## config.mk

```make
export PLATFORM = sky130hd
export DESIGN_NAME = packed_divider_flat
export DESIGN_NICKNAME = d
export VERILOG_FILES = /design/src/rtl/packed_divider_if.sv /design/src/rtl/packed_divider.sv /design/src/flat_wrapper.sv
export SDC_FILE = /design/constraint.sdc
export NUM_CORES = 1
export LEC_CHECK = 0
export BUFFER_PORTS_ARGS = -buffer_cell sky130_fd_sc_hd__buf_4
export CORE_ASPECT_RATIO = 1.2
export CORE_UTILIZATION = 50
export CTS_BUF_LIST = sky130_fd_sc_hd__clkbuf_4
export DETAILED_ROUTE_END_ITERATION = 6
export GPL_TIMING_DRIVEN = 0
export PLACE_DENSITY = 0.78
export SYNTH_ARGS = -nofsm -noshare
export SYNTH_HDL_FRONTEND = slang
export SYNTH_SLANG_ARGS = --single-unit
```

## constraint.sdc

```tcl
create_clock -name clk -period 16.8 [get_ports clk]
set_input_delay 3.36 -clock clk [delete_from_list [all_inputs] [get_ports clk]]
set_output_delay 3.36 -clock clk [all_outputs]
set_load 0.01 [all_outputs]
```

## src/rtl/packed_divider_if.sv

```systemverilog
// Request/response bundle for packed_divider.
//
// Handshake: a transfer happens on a rising clk edge where the sender's valid
// and the receiver's ready are both high. The sender holds its payload stable
// while valid is high. Neither side's valid may wait on the other side's ready.
// PD_STATE_o is the divider's FSM state, exposed for debug and checkers.
interface packed_divider_if;
  logic [31:0] PD_A_i;
  logic [31:0] PD_B_i;
  logic [1:0]  PD_SIZE_i;
  logic        PD_SIGNED_i;
  logic        PD_VALID_i;
  logic        PD_READY_o;
  logic [31:0] PD_Q_o;
  logic [31:0] PD_R_o;
  logic        PD_VALID_o;
  logic        PD_READY_i;
  logic [1:0]  PD_STATE_o;

  modport master (
    output PD_A_i, PD_B_i, PD_SIZE_i, PD_SIGNED_i, PD_VALID_i, PD_READY_i,
    input  PD_READY_o, PD_Q_o, PD_R_o, PD_VALID_o, PD_STATE_o
  );

  modport slave (
    input  PD_A_i, PD_B_i, PD_SIZE_i, PD_SIGNED_i, PD_VALID_i, PD_READY_i,
    output PD_READY_o, PD_Q_o, PD_R_o, PD_VALID_o, PD_STATE_o
  );
endinterface

```

## src/rtl/packed_divider.sv

```systemverilog
// Packed (SIMD) radix-2 restoring divider: 1x32, 2x16 or 4x8 lanes.
// One quotient bit per lane per cycle on a shared partitioned subtractor.
// Optional macro PACKED_DIV_SIGNED_EN enables signed mode; without it
// PD_SIGNED_i is ignored and every lane is unsigned (latency unchanged).
module packed_divider (
  input  logic             clk,
  input  logic             rst_n,
  packed_divider_if.slave  pd
);

  typedef enum logic [1:0] {S_IDLE = 2'd0, S_CALC = 2'd1, S_FIX = 2'd2, S_DONE = 2'd3} state_t;

  state_t      state_q;
  logic [31:0] rem_q;    // partial remainders, one per lane
  logic [31:0] qd_q;     // dividend bits shift out the top, quotient bits shift in
  logic [31:0] dv_q;     // divisor magnitudes
  logic [1:0]  size_q;   // normalised lane size (never 2'b11)
  logic [4:0]  cnt_q;
  logic        ready_q;
  logic        valid_q;
  logic [31:0] q_q;
  logic [31:0] r_q;

  logic [1:0]  in_size;
  logic [31:0] in_a;
  logic [31:0] in_b;
  logic [31:0] rem_d;
  logic [31:0] qd_d;

  // Size 11 is an alias of 1x32
  assign in_size = (pd.PD_SIZE_i == 2'b11) ? 2'b00 : pd.PD_SIZE_i;

`ifdef PACKED_DIV_SIGNED_EN
  logic [3:0] qneg_q;    // per byte: negate the quotient lane
  logic [3:0] rneg_q;    // per byte: negate the remainder lane
  logic [3:0] in_qneg;
  logic [3:0] in_rneg;
  logic [3:0] in_zero;
  logic [3:0] sa;
  logic [3:0] sb;

  function automatic logic [31:0] expand(input logic [3:0] m);
    return {{8{m[3]}}, {8{m[2]}}, {8{m[1]}}, {8{m[0]}}};
  endfunction

  // Two's-complement negate of each lane, carries stop at lane boundaries
  function automatic logic [31:0] neg_lanes(input logic [31:0] x, input logic [1:0] sz);
    logic [31:0] y;
    case (sz)
      2'b10:   y = {~x[31:24] + 8'd1, ~x[23:16] + 8'd1, ~x[15:8] + 8'd1, ~x[7:0] + 8'd1};
      2'b01:   y = {~x[31:16] + 16'd1, ~x[15:0] + 16'd1};
      default: y = ~x + 32'd1;
    endcase
    return y;
  endfunction

  // Sign bit of the lane each byte belongs to
  function automatic logic [3:0] lane_sign(input logic [31:0] x, input logic [1:0] sz);
    logic [3:0] s;
    case (sz)
      2'b10:   s = {x[31], x[23], x[15], x[7]};
      2'b01:   s = {x[31], x[31], x[15], x[15]};
      default: s = {4{x[31]}};
    endcase
    return s;
  endfunction

  // Lane-is-zero flag of the lane each byte belongs to
  function automatic logic [3:0] lane_zero(input logic [31:0] x, input logic [1:0] sz);
    logic [3:0] z;
    case (sz)
      2'b10:   z = {x[31:24] == 8'd0, x[23:16] == 8'd0, x[15:8] == 8'd0, x[7:0] == 8'd0};
      2'b01:   z = {{2{x[31:16] == 16'd0}}, {2{x[15:0] == 16'd0}}};
      default: z = {4{x == 32'd0}};
    endcase
    return z;
  endfunction

  // Sign-magnitude conversion of the incoming operands. Divide-by-zero lanes
  // keep the raw dividend and get no fixups, so they come out as Q=ones, R=A.
  always_comb begin
    in_zero = lane_zero(pd.PD_B_i, in_size);
    sa      = pd.PD_SIGNED_i ? lane_sign(pd.PD_A_i, in_size) : 4'b0000;
    sb      = pd.PD_SIGNED_i ? lane_sign(pd.PD_B_i, in_size) : 4'b0000;
    in_a    = (expand(sa & ~in_zero) & neg_lanes(pd.PD_A_i, in_size)) |
              (~expand(sa & ~in_zero) & pd.PD_A_i);
    in_b    = (expand(sb) & neg_lanes(pd.PD_B_i, in_size)) | (~expand(sb) & pd.PD_B_i);
    in_qneg = (sa ^ sb) & ~in_zero;
    in_rneg = sa & ~in_zero;
  end
`else
  logic unused_signed;
  assign unused_signed = pd.PD_SIGNED_i;
  assign in_a = pd.PD_A_i;
  assign in_b = pd.PD_B_i;
`endif

  // One restoring step in every lane: shift, partitioned trial subtract, select
  always_comb begin
    logic [31:0] sh;
    logic [31:0] diff;
    logic [3:0]  top;
    logic [3:0]  bo;
    logic [3:0]  ge;
    logic [8:0]  sub9;
    logic        brw;
    sh   = '0;
    diff = '0;
    top  = '0;
    bo   = '0;
    ge   = '0;
    sub9 = '0;
    brw  = 1'b0;
    rem_d = '0;
    qd_d  = '0;
    case (size_q)
      2'b10: begin
        for (int i = 0; i < 4; i++) begin
          sh[8*i +: 8] = {rem_q[8*i +: 7], qd_q[8*i+7]};
          top[i]       = rem_q[8*i+7];
        end
      end
      2'b01: begin
        for (int k = 0; k < 2; k++) begin
          sh[16*k +: 16] = {rem_q[16*k +: 15], qd_q[16*k+15]};
          top[2*k]       = rem_q[16*k+15];
          top[2*k+1]     = rem_q[16*k+15];
        end
      end
      default: begin
        sh  = {rem_q[30:0], qd_q[31]};
        top = {4{rem_q[31]}};
      end
    endcase
    // byte-sliced subtractor; the borrow is cleared at every lane start
    for (int i = 0; i < 4; i++) begin
      if (i == 0 || size_q == 2'b10 || (size_q == 2'b01 && i == 2)) brw = 1'b0;
      sub9 = {1'b0, sh[8*i +: 8]} - {1'b0, dv_q[8*i +: 8]} - {8'd0, brw};
      diff[8*i +: 8] = sub9[7:0];
      brw   = sub9[8];
      bo[i] = brw;
    end
    // the shifted-out top bit means the trial value already exceeds the divisor
    case (size_q)
      2'b10:   ge = top | ~bo;
      2'b01:   ge = {{2{top[3] | ~bo[3]}}, {2{top[1] | ~bo[1]}}};
      default: ge = {4{top[3] | ~bo[3]}};
    endcase
    for (int i = 0; i < 4; i++) begin
      rem_d[8*i +: 8] = ge[i] ? diff[8*i +: 8] : sh[8*i +: 8];
    end
    case (size_q)
      2'b10: begin
        for (int i = 0; i < 4; i++) qd_d[8*i +: 8] = {qd_q[8*i +: 7], ge[i]};
      end
      2'b01: begin
        for (int k = 0; k < 2; k++) qd_d[16*k +: 16] = {qd_q[16*k +: 15], ge[2*k]};
      end
      default: qd_d = {qd_q[30:0], ge[0]};
    endcase
  end

  // Control FSM with registered handshake and result outputs
  always_ff @(posedge clk or negedge rst_n) begin
    if (!rst_n) begin
      state_q <= S_IDLE;
      rem_q   <= '0;
      qd_q    <= '0;
      dv_q    <= '0;
      size_q  <= '0;
      cnt_q   <= '0;
      ready_q <= 1'b1;
      valid_q <= 1'b0;
      q_q     <= '0;
      r_q     <= '0;
`ifdef PACKED_DIV_SIGNED_EN
      qneg_q  <= '0;
      rneg_q  <= '0;
`endif
    end else begin
      case (state_q)
        S_IDLE: begin
          if (pd.PD_VALID_i && ready_q) begin
            rem_q   <= '0;
            qd_q    <= in_a;
            dv_q    <= in_b;
            size_q  <= in_size;
            cnt_q   <= (in_size == 2'b10) ? 5'd7 : (in_size == 2'b01) ? 5'd15 : 5'd31;
            ready_q <= 1'b0;
            state_q <= S_CALC;
`ifdef PACKED_DIV_SIGNED_EN
            qneg_q  <= in_qneg;
            rneg_q  <= in_rneg;
`endif
          end else begin
            // raised one cycle after a result handshake
            ready_q <= 1'b1;
          end
        end
        S_CALC: begin
          rem_q <= rem_d;
          qd_q  <= qd_d;
          if (cnt_q == 5'd0) state_q <= S_FIX;
          else               cnt_q   <= cnt_q - 5'd1;
        end
        S_FIX: begin
`ifdef PACKED_DIV_SIGNED_EN
          q_q <= (expand(qneg_q) & neg_lanes(qd_q, size_q)) | (~expand(qneg_q) & qd_q);
          r_q <= (expand(rneg_q) & neg_lanes(rem_q, size_q)) | (~expand(rneg_q) & rem_q);
`else
          q_q <= qd_q;
          r_q <= rem_q;
`endif
          valid_q <= 1'b1;
          state_q <= S_DONE;
        end
        S_DONE: begin
          if (pd.PD_READY_i) begin
            valid_q <= 1'b0;
            state_q <= S_IDLE;
          end
        end
        default: state_q <= S_IDLE;
      endcase
    end
  end

  assign pd.PD_READY_o = ready_q;
  assign pd.PD_VALID_o = valid_q;
  assign pd.PD_Q_o     = q_q;
  assign pd.PD_R_o     = r_q;
  assign pd.PD_STATE_o = state_q;

endmodule

```

## src/flat_wrapper.sv

```systemverilog
// flat-port wrapper written by rule: the top's interface ports become plain ports
module packed_divider_flat 
  (clk, rst_n, pd_PD_A_i, pd_PD_B_i, pd_PD_SIZE_i, pd_PD_SIGNED_i, pd_PD_VALID_i, pd_PD_READY_i, pd_PD_READY_o, pd_PD_Q_o, pd_PD_R_o, pd_PD_VALID_o, pd_PD_STATE_o);
  packed_divider_if pd_i ();
  input  logic clk;
  input  logic rst_n;
  input wire logic [$bits(pd_i.PD_A_i)-1:0] pd_PD_A_i;
  input wire logic [$bits(pd_i.PD_B_i)-1:0] pd_PD_B_i;
  input wire logic [$bits(pd_i.PD_SIZE_i)-1:0] pd_PD_SIZE_i;
  input wire logic [$bits(pd_i.PD_SIGNED_i)-1:0] pd_PD_SIGNED_i;
  input wire logic [$bits(pd_i.PD_VALID_i)-1:0] pd_PD_VALID_i;
  input wire logic [$bits(pd_i.PD_READY_i)-1:0] pd_PD_READY_i;
  output wire logic [$bits(pd_i.PD_READY_o)-1:0] pd_PD_READY_o;
  output wire logic [$bits(pd_i.PD_Q_o)-1:0] pd_PD_Q_o;
  output wire logic [$bits(pd_i.PD_R_o)-1:0] pd_PD_R_o;
  output wire logic [$bits(pd_i.PD_VALID_o)-1:0] pd_PD_VALID_o;
  output wire logic [$bits(pd_i.PD_STATE_o)-1:0] pd_PD_STATE_o;
  assign pd_i.PD_A_i = pd_PD_A_i;
  assign pd_i.PD_B_i = pd_PD_B_i;
  assign pd_i.PD_SIZE_i = pd_PD_SIZE_i;
  assign pd_i.PD_SIGNED_i = pd_PD_SIGNED_i;
  assign pd_i.PD_VALID_i = pd_PD_VALID_i;
  assign pd_i.PD_READY_i = pd_PD_READY_i;
  assign pd_PD_READY_o = pd_i.PD_READY_o;
  assign pd_PD_Q_o = pd_i.PD_Q_o;
  assign pd_PD_R_o = pd_i.PD_R_o;
  assign pd_PD_VALID_o = pd_i.PD_VALID_o;
  assign pd_PD_STATE_o = pd_i.PD_STATE_o;
  packed_divider u_core (.clk(clk), .rst_n(rst_n), .pd(pd_i));
endmodule
```

======== Word-level counts from Yosys, hierarchy flattened ========
Cells that the tools add are included.
Widths: inputs -> output; s select.
storage, ports and cells
  word-level logic and storage cells ...... 75
  register bits after elaboration ......... 171
  output and inout bits ................... 68
  input port bits ......................... 71
operators by class
  reduce and logical (&&, ||, !) cells .... 11
  bitwise gates (word level) .............. 6
  $add $sub $neg .......................... 8
  equal/unequal tests ..................... 12
  mux-type cells .......................... 28
operators by type and width
  cell                 count
  $pmux 32 s2          2
  $pmux 25 s2          2
  $mux 32              2
  $sub 8x8->9          4
  $mux 8               4
  $sub 9x1->9          3
  $mux 5               4
  $eq 2x2->1 const B   5
  $pmux 5 s2           1
  $mux 2               4
  $pmux 2 s4           1
  $pmux 4 s2           1
  $eq 2x1->1 const B   3
  $pmux 3 s2           1
  $reduce_and 2->1     3
  $reduce_and 3->1     2
  $logic_not 5->1      1
  $mux 1               5
  $sub 5x1->5 const B  1
  $ne 2x1->1 const B   2
  $ne 2x2->1 const B   2
  $not 4->4            1
  $or 4x4->4           1
  $reduce_bool 2->1    2
  other kinds (6)      8

======== Logic depth before layout (Yosys ltp) ========
  depth after elaboration ................. 14
  mapped depth ............................ 44
  depth with buffers taken out ............ 42

======== Worst setup path before layout ========
OpenSTA, ideal clock, no wires.
  path type ............................... flip-flop to flip-flop
  start point ............................. register u_core.size_q[0]
  end point ............................... register u_core.rem_q[18]
  path slack .............................. 7.528 ns
  library setup time ...................... 0.126 ns
  period minus slack after synthesis ...... 9.272 ns
  required time ........................... 16.674 ns
  arrival ................................. 9.146 ns
  buffers on the path ..................... 2
  stages on the path, launching flop included .. 45
  path through ............................ dfrtp_1 inv_1 ha_1 buf_2 inv_1 o21ai_0 ha_1 fa_1 nor2b_1 o31ai_2 a21oi_1 o21ai_0 nand2_1 fa_1 inv_1 ha_1 nor2_1 fa_1 [9 not listed] nand2_1 a31o_2 a21o_1 nor2_1 xor2_1 nand2b_1 fa_1 inv_1 ha_1 nor2_1 fa_1 a21bo_2 a22o_4 nor3_4 nor3b_2 or2_1 buf_6 a221o_1
between the ends
  longest elaborated chain between the ends .. 14
  elaborated cells between the ends (all ways) .. 22
  classes of those cells .................. add/sub: 7; eq/ne: 2; mux: 8; bitwise: 4; reduce/logical: 1
RTL lines
  element                                   line                                          RTL
  start, declared                           packed_divider.sv:17                          logic [1:0] size_q;
  start signal, assigned                    packed_divider.sv:187                         size_q <= in_size;
  $eq 2x1->1 or $eq 2x2->1 (tied branches)  --
  $pmux 25 s2                               packed_divider.sv:116                         case (size_q)
  $sub 8x8->9                               packed_divider.sv:138                         sub9 = {1'b0, sh[8*i +: 8]} - {1'b0, dv_q[8*i +: 8]} - {8'd0, brw};
  $mux 1                                    packed_divider.sv:137                         if (i == 0 || size_q == 2'b10 || (size_q == 2'b01 && i == 2)) brw = 1'b0;
  $sub 9x1->9                               packed_divider.sv:138
  $mux 1                                    packed_divider.sv:137
  $sub 9x1->9                               packed_divider.sv:138
  $mux 1                                    packed_divider.sv:137
  $sub 9x1->9                               packed_divider.sv:138
  $not 1->1                                 packed_divider.sv:146, packed_divider.sv:147
  $or 1x1->1                                packed_divider.sv:146, packed_divider.sv:147
  $pmux 4 s2                                packed_divider.sv:144                         case (size_q)
  $mux 8 *                                  packed_divider.sv:150                         rem_d[8*i +: 8] = ge[i] ? diff[8*i +: 8] : sh[8*i +: 8];
  $pmux 32 s2 *                             packed_divider.sv:181                         case (state_q)
  end signal, assigned                      packed_divider.sv:201                         rem_q <= rem_d;
  end, declared                             packed_divider.sv:14                          logic [31:0] rem_q;
Mark *: on every way between the ends. The rest lies on a longest branch, timed or not.
A chain may end at the register's enable or synchronous reset.

======== Worst setup path after layout ========
  start point ............................. register u_core.size_q[0]
  end point ............................... register u_core.rem_q[17]
The elaborated chain is that of the path after synthesis.

==> results.md <==
* Wire length per cell at approximately 17 µm
* Status: finished clean
* CTS tree: built
* Met2 global-route usage at 0.400
* Wire length of the first global-routing pass at approximately 36000 µm
* CP most frequent cell: fa_1
* Total setup buffers inserted after CTS at 0
* Lkg Pwr at approximately 5.3 nW
* Final setup fails at 0
* Yosys Warn Count at 0
* Remaining antenna violation count at 0
* Yosys cell types at 69
* Post-DP HPWL at between 15000 and 20000 µm
* GRT Util Overall at 0.239
* Ys async rst share at 1.00
* Final RePlAce weighted congestion at a little under 0.9
* Yosys reg bits at around 170
* Maximum root-to-sink buffer count at 2
* RSZ-0062 raised after global routing: no
* Pin count of the biggest net entering global routing at between 100 and 150
* # IOs at about 140
* Insertion delay to the later sink of the worst-skew pair at 0.59 ns
* Layout fillers at roughly 1500
* CP arrival at between 10 and 15 ns
* Gates resized, CTS repair at 0
* Final worst path period share at 0.632
* Sequential area share after synthesis at 0.454
* Post-route cell area at 0.0112 mm²
* CTS Hold Bufs at 0
* Layout Cells excl Fill at between 1000 and 1500
* Synth Cell Area at ~0.0094 mm²
* DRC Markers at 0
* Fin. Hold Viols at 0
* DR iter-0 viols at 390
* Placed standard-cell area at 0.0108 mm²
* Final hold slack at 0.517 ns
* Sink count of the clock tree at ~170
* Cells after Synth at approximately 870
* Port bufs at approximately 140
* PwrDens at roughly 240 mW/mm²
* Vias at around 7000
* Busiest grt layer: met2
* Drt pass-1 iters at 5
* WL final at about 22000 µm
* Initial core utilization at 0.515
* Die Height at 152 µm
* Root Driver: clkbuf_4
* DIE WIDTH at between 100 and 150 µm
* M3 GR Usage at 0.0435
* TritonCTS buffer count at 17
* Top_reg_cell synth: dfrtp_1
* VDD IR-drop max at between 0.1 and 0.15 mV
* Crit-path slowest cell: or4b_2
* CP startpoint kind: register
* Die area at slightly below 0.02 mm²
* Fin util at 0.610
* H-tree depth at 4
* Placed cells at around 1300
* Antenna violations before repair at 1
* Fin crit period at between 10 and 15 ns
* Post-synth EDFFs at 0
* Slowest stage delay, CP at 0.65 ns
* Grt ovf at 0
* Worst setup EP type: register
* Worst Skew at between 0.02 and 0.025 ns
* TNS Setup at 0 ns
* Least-Margin Pin Slew at about 0.82 ns
* Core area at between 0.015 and 0.02 mm²
* Fmax at 0.0941 GHz
* Critical path class: register to register
* Fin. max-slew vios at 0
* Vias in the first global route at 7171
* Fin nets at approximately 1200
* Vias/cell at ~5.6
* Hold Crit Class: register to register
* Critical Path RT at around 17 ns
* Slew HR at 0.456
* Routing usage on met1 at 0.310
* Post-Synthesis Net Count at slightly above 1000
* Site row count at 54
* Average cell area after synthesis at ~11 µm²
* CTS clk-pin slew, worst paths at around 0.14 ns
* MaxCap Viol Count at 0
* Layout cells sized above 1 at 0.290
* Crit-path max FO at 10
* Area Growth Syn to Fin at 18.4%
cell type report:
type                            instances  area, µm²  area share
Clock inverter                         13        211      0.0189
Tap cell                              252        315      0.0282
Sequential cell                       171       4280       0.383
Antenna cell                            1       2.50    0.000224
Inverter                               87        327      0.0293
Buffer                                 36        156      0.0140
Multi-Input combinational cell        573       4660       0.418
Timing Repair Buffer                  138       1060      0.0953
Clock buffer                           19        143      0.0128
layer usage:
metal / vias to the layer above / wire length [µm]
met1: 3518 / 9520
met2: 229 / 10600
met4: 0 / 584
met5: - / 0
li1: 3408 / -
met3: 42 / 1320
flip-flops by register name (all words and copies together) (netlist names):
register and count:
u_core.qd_q 32, u_core.pd.PD_STATE_o 2, u_core.pd.PD_READY_o 1, u_core.rem_q 32, u_core.cnt_q 5, u_core.size_q 2
u_core.dv_q 32, u_core.pd.PD_VALID_o 1, u_core.pd.PD_R_o 32, u_core.pd.PD_Q_o 32
power by group:
group,switching [W],internal [W],leakage [nW]
logic,0.000929,0.000748,2.97
clock network,0.000149,0.000138,0.188
registers,0.000126,0.000590,2.15
Yosys cell counts, drive strengths merged, types with 2 or more instances:
cell type    n  area (µm²)
a22oi        4        30.0
fa           7         140
o221ai       5        43.8
a211o        2        17.5
o22ai        9        62.6
o31ai        2        20.0
nand3b       3        22.5
nand2       76         285
nor3        15        96.4
a21oi       17        85.1
mux2        98        1100
xor2         6        52.6
buf         10        58.8
clkbuf      26        97.6
a211oi       4        52.6
dfrtp      170        4250
o211ai      16         120
a221o        7        70.1
nor4         9        56.3
and3         5        31.3
mux2i       38         384
o21a         6        45.0
xnor2       10        87.6
nor2b       11        68.8
o21ai       57         285
or3          5        31.3
nand3       11        60.1
a31oi        7        43.8
inv         87         327
o311ai      14         160
nor2        29         109
or2          5        31.3
a21o         6        45.0
nand2b       5        31.3
ha          61         763
a22o         4        43.8
a221oi       2        17.5
a21boi       4        37.5
layout by cell type, fill, tap and decap left out, types with 6 or more instances in the layout:
cell      Yosys  final
a21o_1        6      6
a21oi_1      17     17
a221o_1       7      7
a31oi_1       7      7
buf_4         3    139
clkbuf_1     26     26
clkbuf_4      0     19
dfrtp_1     170    170
fa_1          7      7
ha_1         61     61
inv_1        87     87
mux2_2       98     98
mux2i_1      37     37
nand2_1      76     76
nand3_1      10     10
nor2_1       29     29
nor2b_1      11     11
nor3_1       12     12
nor4_1        9      9
o211ai_1     16     16
o21a_1        6      6
o21ai_0      56     56
o22ai_1       8      8
o311ai_1      7      7
xnor2_1      10     10
xor2_1        6      6
kinds of logic (layout without fill, tap and decap cells):
kind of cell / after synthesis / after routing / synth area share
AO/OA/AOI/OAI: 177 / 177 / 0.136
XOR/XNOR: 16 / 16 / 0.0149
adder cells (fa/ha/maj): 68 / 68 / 0.0958
buffers and inverters: 123 / 293 / 0.0512
flip-flops: 171 / 171 / 0.454
multiplexers: 136 / 136 / 0.158
other: 0 / 1 / 0
AND/OR/NAND/NOR: 176 / 176 / 0.0897
worst paths after layout:
check,slack (ns),cells after the start,end,from
setup / recovery,6.17,44,u_core.rem_q[17]$_DFFE_PN0P_,u_core.size_q[0]$_DFFE_PN0P_
hold / removal,0.52,1,u_core.pd.PD_R_o[17]$_DFFE_PN0P_,u_core.rem_q[17]$_DFFE_PN0P_
setup reg to reg,6.17,44,u_core.rem_q[17]$_DFFE_PN0P_,u_core.size_q[0]$_DFFE_PN0P_
hold reg to reg,0.52,1,u_core.pd.PD_R_o[17]$_DFFE_PN0P_,u_core.rem_q[17]$_DFFE_PN0P_
max in group asynchronous,13.19,2,u_core.pd.PD_R_o[23]$_DFFE_PN0P_,rst_n
min in group asynchronous,2.65,1,u_core.pd.PD_Q_o[27]$_DFFE_PN0P_,rst_n
stage by stage:
stage	setup slack (ns)	power (W)
6_report	6.17	0.00268
5_1_grt	5.49	0.00291
4_1_cts	6.17	0.00268
3_5_place_dp	6.23	0.00239
3_3_place_gp	6.37	0.00233
2_1_floorplan	7.53	0.00191
worst max-delay path: cells and delay by family (launching register included):
kind / cells / cell delay [ns]
xor gates and xnor gates: 1 / 0.25
muxes: 1 / 0.41
AOI/OAI and AO/OA: 12 / 2.39
buffers and inverters: 7 / 0.76
DFF: 1 / 0.39
adders and majority gates: 12 / 3.94
and+or+nand+nor: 11 / 2.33
Note: power is estimated with default switching activity, not from simulation.
